<file path="config.mk">
export PLATFORM = sky130hd
export DESIGN_NAME = uart_tx_flat
export DESIGN_NICKNAME = d
export VERILOG_FILES = /design/src/rtl/uart_pkg.sv /design/src/rtl/uart_tx_if.sv /design/src/rtl/uart_bit_timer.sv /design/src/rtl/uart_tx.sv /design/src/flat_wrapper.sv
export SDC_FILE = /design/constraint.sdc
export NUM_CORES = 1
export LEC_CHECK = 0
export ABC_CLOCK_PERIOD_IN_PS = 2400
export BUFFER_PORTS_ARGS = -buffer_cell sky130_fd_sc_hd__buf_2
export CORE_MARGIN = 4
export CORE_UTILIZATION = 35
export CTS_CLUSTER_DIAMETER = 40
export DETAILED_ROUTE_END_ITERATION = 8
export PLACE_DENSITY = 0.52
export SLEW_MARGIN = 20
export SYNTH_ARGS = -nofsm -noshare
export SYNTH_HDL_FRONTEND = slang
export SYNTH_SLANG_ARGS = --single-unit
</file>
<file path="constraint.sdc">
create_clock -name clk -period 2.4 [get_ports clk]
set_clock_uncertainty 0.2 [all_clocks]
set_input_delay 0.48 -clock clk [delete_from_list [all_inputs] [get_ports clk]]
set_output_delay 0.48 -clock clk [all_outputs]
set_load 0.02 [all_outputs]
</file>
<file path="src/rtl/uart_pkg.sv">
// Shared UART definitions: transmitter state encoding and bit-period helper.
package uart_pkg;

  localparam logic [2:0] IDLE   = 3'd0;
  localparam logic [2:0] START  = 3'd1;
  localparam logic [2:0] DATA   = 3'd2;
  localparam logic [2:0] PARITY = 3'd3;
  localparam logic [2:0] STOP   = 3'd4;

  typedef enum logic [2:0] {
    StIdle   = IDLE,
    StStart  = START,
    StData   = DATA,
    StParity = PARITY,
    StStop   = STOP
  } uart_state_e;

  // Clock cycles per bit; shared with the receiver so both ends agree.
  function automatic int unsigned bit_period(input int unsigned clkfreq,
                                             input int unsigned speed);
    return clkfreq / speed;
  endfunction

endpackage

</file>
<file path="src/rtl/uart_tx_if.sv">
// Byte handshake between the host and the UART transmitter.
interface uart_tx_if;
  logic       wvalid;
  logic [7:0] word;
  logic       wready;

  modport master (output wvalid, output word, input wready);
  modport slave  (input wvalid, input word, output wready);
endinterface

</file>
<file path="src/rtl/uart_bit_timer.sv">
// Restartable 16-bit bit timer; tick is high on the last cycle of each bit period.
module uart_bit_timer #(
  parameter int unsigned BIT_PERIOD = 2
) (
  input  logic clk,
  input  logic rst,
  input  logic start,
  output logic tick
);

  localparam logic [15:0] Last = 16'(BIT_PERIOD - 1);

  logic [15:0] cnt_q, cnt_d;

  always_comb begin
    cnt_d = cnt_q + 16'd1;
    if (start || (cnt_q == Last)) cnt_d = '0;
  end

  always_ff @(posedge clk) begin
    if (rst) cnt_q <= '0;
    else     cnt_q <= cnt_d;
  end

  assign tick = (cnt_q == Last);

endmodule

</file>
<file path="src/rtl/uart_tx.sv">
// 8-bit UART transmitter, LSB first, 1 or 2 stop bits.
// Define UART_TX_PARITY_EN to insert an even-parity bit after data bit 7.
module uart_tx
  import uart_pkg::*;
#(
  parameter int unsigned SPEED     = 32'd31500,
  parameter int unsigned CLKFREQ   = 32'd10000000,
  parameter int unsigned STOP_BITS = 1
) (
  input  logic      clk,
  input  logic      rst,
  uart_tx_if.slave  tx_if,
  output logic      busy,
  output logic      uart_out
);

  localparam int unsigned BIT_PERIOD = bit_period(CLKFREQ, SPEED);

  if (BIT_PERIOD < 2 || BIT_PERIOD > 65535) begin : g_bad_period
    $error("uart_tx: BIT_PERIOD must be within 2..65535");
  end
  if (STOP_BITS != 1 && STOP_BITS != 2) begin : g_bad_stop
    $error("uart_tx: STOP_BITS must be 1 or 2");
  end

  localparam logic [2:0] LastStop = 3'(STOP_BITS - 1);

  uart_state_e state_q, state_d;
  logic [7:0]  shift_q, shift_d;
  logic [2:0]  bitcnt_q, bitcnt_d;
  logic        out_q, out_d;
  logic        wready, accept, timer_start, tick;
`ifdef UART_TX_PARITY_EN
  logic        parity_q, parity_d;
`endif

  assign wready       = (state_q == StIdle) && !rst;
  assign tx_if.wready = wready;
  assign accept       = tx_if.wvalid && wready;

  uart_bit_timer #(
    .BIT_PERIOD(BIT_PERIOD)
  ) u_bit_timer (
    .clk  (clk),
    .rst  (rst),
    .start(timer_start),
    .tick (tick)
  );

  always_comb begin
    state_d     = state_q;
    shift_d     = shift_q;
    bitcnt_d    = bitcnt_q;
    out_d       = out_q;
    timer_start = 1'b0;
`ifdef UART_TX_PARITY_EN
    parity_d    = parity_q;
`endif
    unique case (state_q)
      StIdle: begin
        out_d = 1'b1;
        if (accept) begin
          state_d     = StStart;
          shift_d     = tx_if.word;
          bitcnt_d    = '0;
          out_d       = 1'b0;
          timer_start = 1'b1;
`ifdef UART_TX_PARITY_EN
          parity_d    = ^tx_if.word;
`endif
        end
      end
      StStart: begin
        if (tick) begin
          state_d = StData;
          out_d   = shift_q[0];
        end
      end
      StData: begin
        if (tick) begin
          if (bitcnt_q == 3'd7) begin
`ifdef UART_TX_PARITY_EN
            state_d = StParity;
            out_d   = parity_q;
`else
            state_d  = StStop;
            out_d    = 1'b1;
            bitcnt_d = '0;
`endif
          end else begin
            shift_d  = {1'b0, shift_q[7:1]};
            bitcnt_d = bitcnt_q + 3'd1;
            out_d    = shift_q[1];
          end
        end
      end
`ifdef UART_TX_PARITY_EN
      StParity: begin
        if (tick) begin
          state_d  = StStop;
          out_d    = 1'b1;
          bitcnt_d = '0;
        end
      end
`endif
      StStop: begin
        // bitcnt counts completed stop bits here
        if (tick) begin
          if (bitcnt_q == LastStop) state_d  = StIdle;
          else                      bitcnt_d = bitcnt_q + 3'd1;
        end
      end
      default: begin
        state_d = StIdle;
        out_d   = 1'b1;
      end
    endcase
  end

  always_ff @(posedge clk) begin
    if (rst) begin
      state_q  <= StIdle;
      shift_q  <= '0;
      bitcnt_q <= '0;
      out_q    <= 1'b1;
`ifdef UART_TX_PARITY_EN
      parity_q <= 1'b0;
`endif
    end else begin
      state_q  <= state_d;
      shift_q  <= shift_d;
      bitcnt_q <= bitcnt_d;
      out_q    <= out_d;
`ifdef UART_TX_PARITY_EN
      parity_q <= parity_d;
`endif
    end
  end

  assign busy     = (state_q != StIdle);
  assign uart_out = out_q;

endmodule
</file>
<file path="src/flat_wrapper.sv">
// flat-port wrapper written by rule: the top's interface ports become plain ports
module uart_tx_flat import uart_pkg::*;
#(
  parameter int unsigned SPEED     = 32'd31500,
  parameter int unsigned CLKFREQ   = 32'd10000000,
  parameter int unsigned STOP_BITS = 1
)
  (clk, rst, busy, uart_out, tx_if_wvalid, tx_if_word, tx_if_wready);
  uart_tx_if tx_if_i ();
  input  logic clk;
  input  logic rst;
  output logic busy;
  output logic uart_out;
  input wire logic [$bits(tx_if_i.wvalid)-1:0] tx_if_wvalid;
  input wire logic [$bits(tx_if_i.word)-1:0] tx_if_word;
  output wire logic [$bits(tx_if_i.wready)-1:0] tx_if_wready;
  assign tx_if_i.wvalid = tx_if_wvalid;
  assign tx_if_i.word = tx_if_word;
  assign tx_if_wready = tx_if_i.wready;
  uart_tx #(.SPEED(SPEED), .CLKFREQ(CLKFREQ), .STOP_BITS(STOP_BITS)) u_core (.clk(clk), .rst(rst), .tx_if(tx_if_i), .busy(busy), .uart_out(uart_out));
endmodule
</file>
Yosys cells after proc, flatten, opt, wreduce, memory -nomap -nowiden:

Cells that the tools add are included.

* bits in registers: 31
* output and inout port bits: 3
* word-level logic and storage cells: 59

* reduce and logical (&&, ||, !) cells: 14
* mux-type cells: 24
* bitwise gates (word level): 1
* eq/ne operators: 13
* $add $sub $neg: 2

Operator list (count)
* two-way mux 3 bit: 11
* two-way mux 8 bit: 3
* adder 16 x 1 -> 16 bit (second input constant): 1
* == test 16 x 9 -> 1 bit (second input constant): 1
* case mux 8 bit (2 select lines): 1
* != test 2 x 1 -> 1 bit (second input constant): 6
* case mux 3 bit (4 select lines): 1
* case mux 3 bit (3 select lines): 1
* == test 3 bit (second input constant): 2
* zero test 3 bit: 2
* two-way mux 1 bit: 6
* AND reduction 6 bit: 1
* nonzero test 3 bit: 2
* AND reduction 5 bit: 1
* != test 2 bit (second input constant): 2
* case mux 1 bit (4 select lines): 1
* AND reduction 4 bit: 1
* adder 3 x 1 -> 3 bit (second input constant): 1
* == test 3 x 1 -> 1 bit (second input constant): 1
* == test 3 x 2 -> 1 bit (second input constant): 1
* AND reduction 3 bit: 1
* logical AND 1 bit: 2
* nonzero test 2 bit: 1
* OR reduction 2 bit: 1
* other kinds (3): 3

Depth between registers and ports, before layout:

* depth after elaboration: 7
* gate-level depth with buffers: 9
* gate-level depth less buffers: 6

Modules after synthesis:

Synthesis repeated with hierarchy kept, for this count alone.

* cell total of the unflattened synthesis: 189
* area total of the unflattened synthesis: 1611.5 µm²

By module, submodules not included
* uart_tx: area an instance 862.1 µm², sequential area each 300.3 µm², cells an instance 103, instances 1
* uart_bit_timer: area an instance 749.5 µm², sequential area each 320.3 µm², cells an instance 86, instances 1

Least setup slack after synthesis:

No wires, ideal clock.

* path type: reg-to-reg
* start point: register u_core.bitcnt_q[0]
* end point: register u_core.shift_q[0]
* path buffers: 0
* library setup time: 0.133 ns
* cell stages (with the launch flop): 7
* arrival: 1.753 ns
* setup slack: 0.314 ns
* path through: dfxtp_1 > ha_1 > ha_1 > nand2b_1 > nor3_1 > a21o_1 > a211oi_1

* longest elaborated chain between the ends: 3

Ends and longest elaborated chain
* from (decl): RTL line uart_tx.sv:30 `logic [2:0] bitcnt_q, bitcnt_d;`
* from (signal assigned): RTL line uart_tx.sv:132 `bitcnt_q <= bitcnt_d;`
* == test 3 bit: RTL line uart_tx.sv:81 `if (bitcnt_q == 3'd7) begin`
* != test 2 bit (no line)
* AND reduction 4 bit (no line)
* to (signal assigned): RTL line uart_tx.sv:131 `shift_q <= shift_d;`
* to (decl): RTL line uart_tx.sv:29 `logic [7:0] shift_q, shift_d;`

Every way passes these cells.
A chain may end at the register's enable or synchronous reset.

Worst setup path after layout:

* start point: register u_core.u_bit_timer.cnt_q[0]
* end point: register u_core.u_bit_timer.cnt_q[5]

* longest elaborated chain between the ends: 3
* elaborated cells between the ends (all ways): 4
* classes of those cells: 1 x add/sub; 1 x eq/ne; 2 x reduce/logical

Ends and longest elaborated chain
* from (decl): RTL line uart_bit_timer.sv:13 `logic [15:0] cnt_q, cnt_d;`
* from (signal assigned): RTL line uart_bit_timer.sv:22 `else cnt_q <= cnt_d;`
* branches (longest 3 deep; another with adder 16 x 1 -> 16 bit)

Several ways; the timed one is not identified.

==> run_results.csv <==
group,metric,value,unit
status,status,"finished, final reports clean",
critical_path,reg2reg_depth,6,
yosys,synth_area,1630,sq um
global_route,grt_pass1_wl,6010,microns
sta,clock.fmax,463,MHz
hold_path,hp-class,"in2reg",
power_and_ir_drop,peakVddDrop,0.280,mV
floorplanning,num_rows,24,
floorplanning,core_region_area,4440,sq um
yosys,synth_seq_cells,31,
yosys,async_flop_share,0,%
yosys,synth_cell_types,40,
sta,hold_violations,0,
clock_network,clk_latency,0.28,ns
yosys,synth_fp_nets,198,
routing,wl_met1,1600,microns
clock_network,cts_resized,0,
yosys,ys_seq_area_share,38.1,%
hold_path,hold-path-endpoint,"u_core.shift_q[7]",
run,maxCapViolCount,0,
place,io_buffers,13,
yosys,postSynthCellCount,182,
global_route,gr-total-overflow,0,
power_and_ir_drop,p_sw,0.000249,W
clock_network,clockBufferDepth,2,
global_route,grt_max_degree,18,
sta,finalMaxSlewViolations,0,
sta,worst_slew_pin_slew,0.542,ns
routing,via_count,1342,
critical_path,cp_max_fo,16,
sta,holdWs,0.249,ns
yosys,avgSynthCellArea,8.96,sq um
routing,ant_nets,0,
routing,dr.max_layer_used,"met4",
critical_path,worstPathArrival,2.17,ns
floorplanning,die_w,76.3,microns
clock_network,root_buffer,"clkbuf_8",
cells_and_area,synthToLayoutAreaGrowth,11.4,%
critical_path,crit_required,2.41,ns
sta,final-setup-viol-count,0,
global_route,antenna_found_initial,0,
routing,wl_met2,1640,microns
sta,period_share,89.9,%
power_and_ir_drop,p_comb_share,8.7,%
yosys,ys_warn_count,0,
global_route,grt_pass1_vias,1352,
clock_network,cts_setup_buffers,0,
routing,drc_errors,0,
hold_path,min_path_cells,3,
clock_network,h-tree-depth,2,
power_and_ir_drop,p_int,0.000772,W
cells_and_area,drive_gt1_share,14.6,%
power_and_ir_drop,switching_share,24.4,%
cells_and_area,fin_util,40.9,%
clock_network,path_clk_slew,0.06,ns
floorplanning,start_util,36.7,%
floorplanning,fp.dieArea,5810,sq um
clock_network,cts_tree,"yes",
sta,slew_headroom,63.9,%
power_and_ir_drop,leakage,0.633,nW
place,dpl.hpwl,2580,microns
critical_path,critPathCaptureType,"register",
sta,rsz0062_at_grt,"false",
floorplanning,ios,14,
power_and_ir_drop,power_frac_seq,53.1,%
yosys,synth-edff-count,0,
cells_and_area,nNetsFinal,214,
floorplanning,die_y,76.3,microns
critical_path,critical_path_class,"reg2reg",
routing,wl_per_cell,13.7,microns
routing,first_iter_violations,77,
hold_path,min-delay-start,"tx_if_word[7]",
cells_and_area,n_fill_cell,448,
routing,met3WireLength,129,microns
power_and_ir_drop,clkPwrFrac,38.2,%
place,dpl_cell_area,1740,sq um
global_route,track_usage,12.6,%
critical_path,startpoint_type,"register",
clock_network,cts_buffers,5,
cells_and_area,diodes,0,
critical_path,reg2reg_to,"u_core.u_bit_timer.cnt_q[5]",
routing,wl,3440,microns
critical_path,r2r_start,"u_core.u_bit_timer.cnt_q[0]",
clock_network,ctsHoldBuffers,0,
cells_and_area,final_area,1820,sq um
clock_network,clock-sinks,31,
sta,tns,0,ns
sta,period_minus_slack,2.16,ns
place,place.gp.congestion,0.846,
yosys,ys.flop_type,"dfxtp_1",
power_and_ir_drop,p_per_area,562,nW/um^2
routing,firstDrtPassIters,4,
routing,viasPerCell,5.35,
critical_path,ff2ff_setup_slack,0.24,ns
==> registers in the layout (all words and copies together), names as in the netlist <==
| register | flops |
|---|---|
| u_core.u_bit_timer.cnt_q | 16 |
| u_core.shift_q | 8 |
| u_core.bitcnt_q | 3 |
| u_core.state_q | 3 |
| u_core.uart_out | 1 |
==> logic make-up after synthesis <==
kind of cell | share of synthesized area (%)
DFF | 38.1
and+or+nand+nor | 23.5
xor gates and xnor gates | 8.06
muxes | 6.75
buffers and inverters | 6.37
AOI/OAI and AO/OA | 13.4
adders and majority gates | 3.84
==> placed cells by master, fill, tap and decap left out, drive strengths merged, types with 2 or more instances in the layout <==
| cell type | count |
|---|---|
| nor2b | 2 |
| xnor2 | 13 |
| a21oi | 3 |
| buf | 18 |
| mux2i | 11 |
| or3 | 2 |
| nand2b | 5 |
| nand3 | 9 |
| a211o | 2 |
| nor4 | 7 |
| dfxtp | 31 |
| xor2 | 2 |
| nor3b | 2 |
| ha | 5 |
| nand2 | 6 |
| clkbuf | 7 |
| inv | 11 |
| a211oi | 15 |
| nor3 | 6 |
| nor2 | 23 |
| nand4 | 3 |
==> per-layer routing <==
layer  vias to the layer above  GRT usage [%]
met2                        17           20.0
met3                         7           4.61
met1                       641           15.3
li1                        677              -
met4                         0           5.25
met5                         -              0
==> critical path: stages (launching register included) <==
cell and delay [ns]:
dfxtp_1 0.39, inv_1 0.08, ha_1 0.19, nor3b_1 0.14, and4b_1 0.28, or3_1 0.62, nor2_1 0.19
==> synthesized netlist by cell type (3+ instances only) <==
library cell	instances	area, sq um
dfxtp_1	31	621
nor2_1	22	82.6
a211oi_1	15	113
xnor2_1	13	114
inv_1	11	41.3
mux2i_1	11	110
nand3_1	9	45.0
nor4_1	7	43.8
nand2_1	6	22.5
nor3_1	6	30.0
ha_1	5	62.6
nand2b_1	5	31.3
a21oi_1	3	15.0
buf_6	3	33.8
clkbuf_1	3	11.3
==> power by group through the flow <==
stage	registers (W)	clock network [W]	logic [W]
after floorplan	0.000552	0	0.0000649
after global placement	0.000552	0	0.0000858
after detailed placement	0.000553	0	0.0000885
after CTS	0.000541	0.000401	0.0000889
after global routing	0.000543	0.000427	0.0000998
final	0.000542	0.000390	0.0000885
==> final cells by class <==
type                            count  area [sq um]  share of cell area, %
Clock buffer                        7          76.3                   4.20
Clock inverter                      1          5.00                  0.275
Inverter                           11          41.3                   2.27
Multi-Input combinational cell    131           906                   49.9
Sequential cell                    31           621                   34.2
Tap cell                           52          65.1                   3.58
Timing Repair Buffer               18           103                   5.65
==> stage by stage <==
step                worst slack [ns]  instances  power [W]
CTS                            0.213        251    0.00103
detailed placement             0.220        243   0.000641
finish                         0.242        251    0.00102
global route                  0.0520        251    0.00107
floorplan                      0.314        182   0.000617
global placement               0.310        243   0.000638
==> worst max path at each step <==
stage,startpoint,slack (ns),cells after the start,end
after floorplan,u_core.bitcnt_q[0],0.31,6,u_core.shift_q[0]
after global placement,u_core.u_bit_timer.cnt_q[0],0.31,6,u_core.u_bit_timer.cnt_q[12]
after detailed placement,u_core.u_bit_timer.cnt_q[0],0.22,6,u_core.u_bit_timer.cnt_q[14]
after CTS,u_core.u_bit_timer.cnt_q[0],0.21,6,u_core.u_bit_timer.cnt_q[5]
after global routing,u_core.u_bit_timer.cnt_q[0],0.05,6,u_core.u_bit_timer.cnt_q[5]
final,u_core.u_bit_timer.cnt_q[0],0.24,6,u_core.u_bit_timer.cnt_q[5]
(Power assumes the default switching activity.)
